--- config.mk ---
export PLATFORM = sky130hd
export DESIGN_NAME = rf_wb_arb
export DESIGN_NICKNAME = d
export VERILOG_FILES = /design/src/rtl/rf_wb_arb.sv
export SDC_FILE = /design/constraint.sdc
export NUM_CORES = 1
export LEC_CHECK = 0
export BUFFER_PORTS_ARGS = -buffer_cell sky130_fd_sc_hd__buf_2
export CAP_MARGIN = 20
export CORE_MARGIN = 3
export CORE_UTILIZATION = 52
export DETAILED_ROUTE_END_ITERATION = 10
export PLACE_DENSITY = 0.95
export SLEW_MARGIN = 10
export SYNTH_ARGS = -nofsm -noshare
export SYNTH_HDL_FRONTEND = slang
export SYNTH_SLANG_ARGS = --single-unit
--- constraint.sdc ---
create_clock -name clk -period 4.9 [get_ports clk]
set_input_delay 0.98 -clock clk [delete_from_list [all_inputs] [get_ports clk]]
set_output_delay 0.98 -clock clk [all_outputs]
set_load 0.005 [all_outputs]
--- src/rtl/rf_wb_arb.sv ---
// rf_wb_arb: write-back arbiter and register scoreboard for the single
// register-file write port. Grants one requester per cycle (round-robin by
// default), registers the write, and tracks in-flight destination registers.
// Optional build macro: RF_WB_ARB_FIXED_PRIO_EN selects fixed priority
// (lowest index wins) instead of round-robin.
module rf_wb_arb #(
    parameter int unsigned NREQ = 3,
    parameter int unsigned RFW  = 5,
    parameter int unsigned DW   = 32
) (
    input  logic                    clk,
    input  logic                    rst_n,
    input  logic [NREQ-1:0]         req_valid,
    output logic [NREQ-1:0]         req_ready,
    input  logic [NREQ*RFW-1:0]     req_reg,
    input  logic [NREQ*DW-1:0]      req_data,
    output logic                    rf_we,
    output logic [RFW-1:0]          rf_wreg,
    output logic [DW-1:0]           rf_wdata,
    input  logic                    mark_valid,
    input  logic [RFW-1:0]          mark_reg,
    input  logic [RFW-1:0]          q1_reg,
    input  logic [RFW-1:0]          q2_reg,
    output logic                    q1_busy,
    output logic                    q2_busy,
    output logic [(1<<RFW)-1:0]     pending
);

    localparam int unsigned PW    = (NREQ > 1) ? $clog2(NREQ) : 1;
    localparam int unsigned NPEND = 1 << RFW;

    logic [PW-1:0]    w_ptr;
    logic [PW-1:0]    w_cand;
    logic [PW-1:0]    w_win;
    logic             w_found;
    logic [RFW-1:0]   w_xreg;
    logic [DW-1:0]    w_xdata;
    logic [NPEND-1:0] w_pend_nxt;

    logic             r_we;
    logic [RFW-1:0]   r_wreg;
    logic [DW-1:0]    r_wdata;
    logic [NPEND-1:0] r_pend;

`ifdef RF_WB_ARB_FIXED_PRIO_EN
    // Fixed priority: the search always starts at requester 0.
    assign w_ptr = '0;
`else
    logic [PW-1:0] r_ptr;

    // Round-robin pointer moves just past the requester that transferred.
    always_ff @(posedge clk or negedge rst_n) begin
        if (!rst_n) begin
            r_ptr <= '0;
        end else if (w_found) begin
            r_ptr <= PW'((32'(w_win) + 32'd1) % NREQ);
        end
    end

    assign w_ptr = r_ptr;
`endif

    // Winner is the first valid requester searching from the pointer, wrapping.
    always_comb begin
        w_found = 1'b0;
        w_win   = '0;
        w_cand  = '0;
        for (int unsigned k = 0; k < NREQ; k++) begin
            w_cand = PW'((32'(w_ptr) + k) % NREQ);
            if (!w_found && req_valid[w_cand]) begin
                w_found = 1'b1;
                w_win   = w_cand;
            end
        end
    end

    assign req_ready = w_found ? (NREQ'(1) << w_win) : '0;
    assign w_xreg    = req_reg[32'(w_win)*RFW +: RFW];
    assign w_xdata   = req_data[32'(w_win)*DW +: DW];

    // Scoreboard next state: transfer clears, a new mark sets (and wins ties).
    always_comb begin
        w_pend_nxt = r_pend;
        if (w_found) begin
            w_pend_nxt[w_xreg] = 1'b0;
        end
        if (mark_valid && (mark_reg != '0)) begin
            w_pend_nxt[mark_reg] = 1'b1;
        end
        w_pend_nxt[0] = 1'b0;
    end

    // Registered write port and scoreboard bitmap.
    always_ff @(posedge clk or negedge rst_n) begin
        if (!rst_n) begin
            r_we    <= 1'b0;
            r_wreg  <= '0;
            r_wdata <= '0;
            r_pend  <= '0;
        end else begin
            r_we <= w_found && (w_xreg != '0);
            if (w_found) begin
                r_wreg  <= w_xreg;
                r_wdata <= w_xdata;
            end
            r_pend <= w_pend_nxt;
        end
    end

    assign rf_we    = r_we;
    assign rf_wreg  = r_wreg;
    assign rf_wdata = r_wdata;
    assign pending  = r_pend;

    // A registered write that the register file has not yet committed still counts as busy.
    assign q1_busy = r_pend[q1_reg] | (r_we && (r_wreg == q1_reg) && (q1_reg != '0));
    assign q2_busy = r_pend[q2_reg] | (r_we && (r_wreg == q2_reg) && (q2_reg != '0));

endmodule

==> reports/qor.csv <==
stage,metric,value,unit
run_status,status,completed,
floorplanning,pin_count,207,
global_routing,track_usage,0.302,
global_routing,gr-total-overflow,0,
timing,relSlewSlack,0.404,
clock_network,postCtsResizedCells,0,
drt,drc,0,
power_and_ir_drop,power_switching,0.00244,W
timing,timing.final.crit_share,0.823,
final_layout,multi_input_area,2800,um2
clock_network,path_clk_slew,80,ps
setup_path,cp_cell_sequence,inv_1 > ha_1 > mux2i_1 > o21ai_1 > or2_2 > o22ai_1 > inv_1 > ha_1 > and2_1 > buf_2,
power_and_ir_drop,power_switching_share,0.504,
place,dpl.cell_count,824,
synth,muxShareOfSynthArea,0.110,
power_and_ir_drop,pwr_density_cell,800,nW/um2
global_routing,antenna_found_initial,0,
synth,synth_edf_count,0,
hold_path,min_path_type,reg2reg,
drt,routedWlPerCell,18.6,um
drt,drtIter0Drc,255,
synth,syn_inst,544,
floorplanning,fp.dieArea,10400,um2
timing,setup_violations,0,
synth,synthSimpleGateAreaFrac,0.165,
timing,hold_violations,0,
synth,synth_top_family_by_area,compound AO/OA/AOI/OAI gates,
clock_network,cts_buffers,9,
floorplanning,start_util,0.541,
drt,wl,15.6,mm
floorplanning,rows,34,
setup_path,cp-end-kind,output port,
synth,synth_fa_ha_area_frac,0.0157,
setup_path,critPathArrivalTime,3060,ps
global_routing,grt_pass1_vias,4950,
clock_network,clockBufferDepth,2,
synth,syn_nets,682,
synth,synth-warning-count,0,
final_layout,fin_area,6060,um2
timing,min_period,4040,ps
timing,postLayoutSetupSlackWorst,865,ps
clock_network,tritoncts,yes,
synth,ys_types,60,
timing,tns,0,ps
place,place_area,5820,um2
power_and_ir_drop,combPwrFrac,0.642,
timing,grt_setup_unrepaired,false,
drt,routed_via_density,6.13,
synth,synth.largest_area_cell,dfrtp_1,
synth,yosysSeqAreaShare,0.373,
setup_path,required,3920,ps
timing,fin_skew,17.6,ps
timing,maxSlewViolCount,0,
setup_path,crit_start,r_ptr[1],
synth,synthArstFlopShare,1.00,
final_layout,layout.nets,865,
power_and_ir_drop,peakVddDrop,0.435,mV
final_layout,register_area,1780,um2
final_layout,drive_gt1_frac,0.357,
synth,synthXorXnorAreaFrac,0.0147,
synth,synth_flop_cell,dfrtp_1,
clock_network,cts_max_level,3,
final_layout,n_antenna_cell,0,
setup_path,worstSetupPathType,reg2out,
place,detailedPlace.worstSlack,1010,ps
place,io_buffers,205,
synth,ys_ff_latch,71,
synth,synthTopCellsByArea,"dfrtp_1 (37%), mux4_2 (8.5%), nand2_1 (8.5%)",
clock_network,insertion_delay,350,ps
timing,worstMarginPinSlew,890,ps
power_and_ir_drop,power.total,0.00485,W
global_routing,grt_start_max_net_pins,72,
final_layout,syn2layout_area_growth,27.1,%
hold_path,min-delay-start,rf_wdata[24],
floorplanning,core,8810,um2
clock_network,holdBufCountCts,0,
flow_run,max-cap-violations,0,
timing,fmax,248,MHz
setup_path,reg2reg_from,r_ptr[1],
floorplanning,die_h,102,um
place,dp_hpwl,12.0,mm
setup_path,cp_max_fo,11,
drt,drtPass1Iterations,5,
synth,synthTopCellsByCount,"nand2_1 (108), dfrtp_1 (71), a21oi_1 (70), o21ai_0 (58), clkbuf_1 (24)",
setup_path,slowest_delay,490,ps
power_and_ir_drop,clkPwrFrac,0.116,
synth,synth_compound_area_frac,0.279,
clock_network,cts_sinks,71,
power_and_ir_drop,intPower,0.00240,W
clock_network,cts_root_buf,clkbuf_8,
global_routing,grt_pass1_wl,24.5,mm
power_and_ir_drop,p_seq_frac,0.242,
power_and_ir_drop,leakagePower,2.84,nW
synth,synth.avg_cell_area,8.76,um2
setup_path,startpoint_type,register,
clock_network,post-cts-setup-buffers,0,
place,place_congestion,0.929,
synth,netlist_area,4770,um2
synth,synthDominantCellAreaShare,0.373,
final_layout,fillers,661,
setup_path,crit_slowest_cell,ha_1,
final_layout,layoutNonFillerInstCount,839,
drt,drt.antenna.violating_nets,0,
synth,synth_most_common_cell,nand2_1,
floorplanning,die_w,102,um
drt,vias,5146,
-- power by group through the flow --
| stage | sequential [W] | combinational, W | clock (W) |
|---|---|---|---|
| after floorplan | 0.00112 | 0.00212 | 0 |
| after global placement | 0.00114 | 0.00294 | 0 |
| after CTS | 0.00116 | 0.00308 | 0.000569 |
| after detailed placement | 0.00117 | 0.00306 | 0 |
| final | 0.00117 | 0.00311 | 0.000562 |
| after global routing | 0.00120 | 0.00345 | 0.000598 |
-- flip-flops by register name (all words and copies together), names as in the netlist --
register,flops
rf_we,1
r_ptr,2
rf_wreg,5
pending,31
rf_wdata,32
-- worst max-delay path, delay by kind of cell, from the launching register on --
family / cells / cell delay, ps
and+or+nand+nor: 2 / 560
adders and majority gates: 2 / 660
buffers and inverters: 3 / 310
AOI/OAI and AO/OA: 2 / 450
muxes: 1 / 290
DFF: 1 / 410
-- cell usage in the layout, fill, tap and decap left out, drive strengths merged, types with 10 or more instances in the layout --
| cell type | n |
|---|---|
| buf | 211 |
| a21oi | 70 |
| dfrtp | 71 |
| nor2 | 16 |
| inv | 10 |
| o41ai | 18 |
| mux4 | 18 |
| o21ai | 65 |
| nand2 | 108 |
| clkbuf | 10 |
-- cells by family (layout without fill, tap and decap cells) --
family / count (synthesis) / after routing
AOI/OAI and AO/OA: 207 / 207
and+or+nand+nor: 173 / 173
DFF: 71 / 71
buffers and inverters: 49 / 236
muxes: 29 / 29
xor gates and xnor gates: 8 / 8
adders and majority gates: 6 / 6
other: 1 / 1
-- metal layers --
| layer | vias up | wire [um] | track usage |
|---|---|---|---|
| li1 | 2388 | - | - |
| met1 | 2417 | 5870 | 0.378 |
| met2 | 299 | 7860 | 0.514 |
| met3 | 42 | 1340 | 0.0585 |
| met4 | 0 | 547 | 0.126 |
| met5 | - | 0 | 0 |
-- cell type report --
type                       instances  area share
tap                              108      0.0223
sequential                        71       0.293
clock inverter                     5      0.0178
clock buffer                      10      0.0211
timing repair buffer             211       0.177
inverter                          10     0.00620
multi-input combinational        424       0.462
-- per-stage QoR --
step | utilization | hold WS, ps
detailed placement | 0.661 | 466
global route | 0.688 | 515
floorplan | - | 473
finish | 0.688 | 476
CTS | 0.688 | 485
global placement | 0.661 | 458
-- path summary, 6_finish.rpt --
kind                       slack, ps           end  depth (start not counted)
max                              860  req_ready[1]                         10
min                              480  rf_wdata[24]                          2
max reg2reg                     1260   pending[28]                          9
min reg2reg                      480  rf_wdata[24]                          2
max in group asynchronous       3560  rf_wdata[30]                          1
min in group asynchronous        750    rf_wreg[0]                          1
Note: power is estimated with default switching activity, not from simulation.
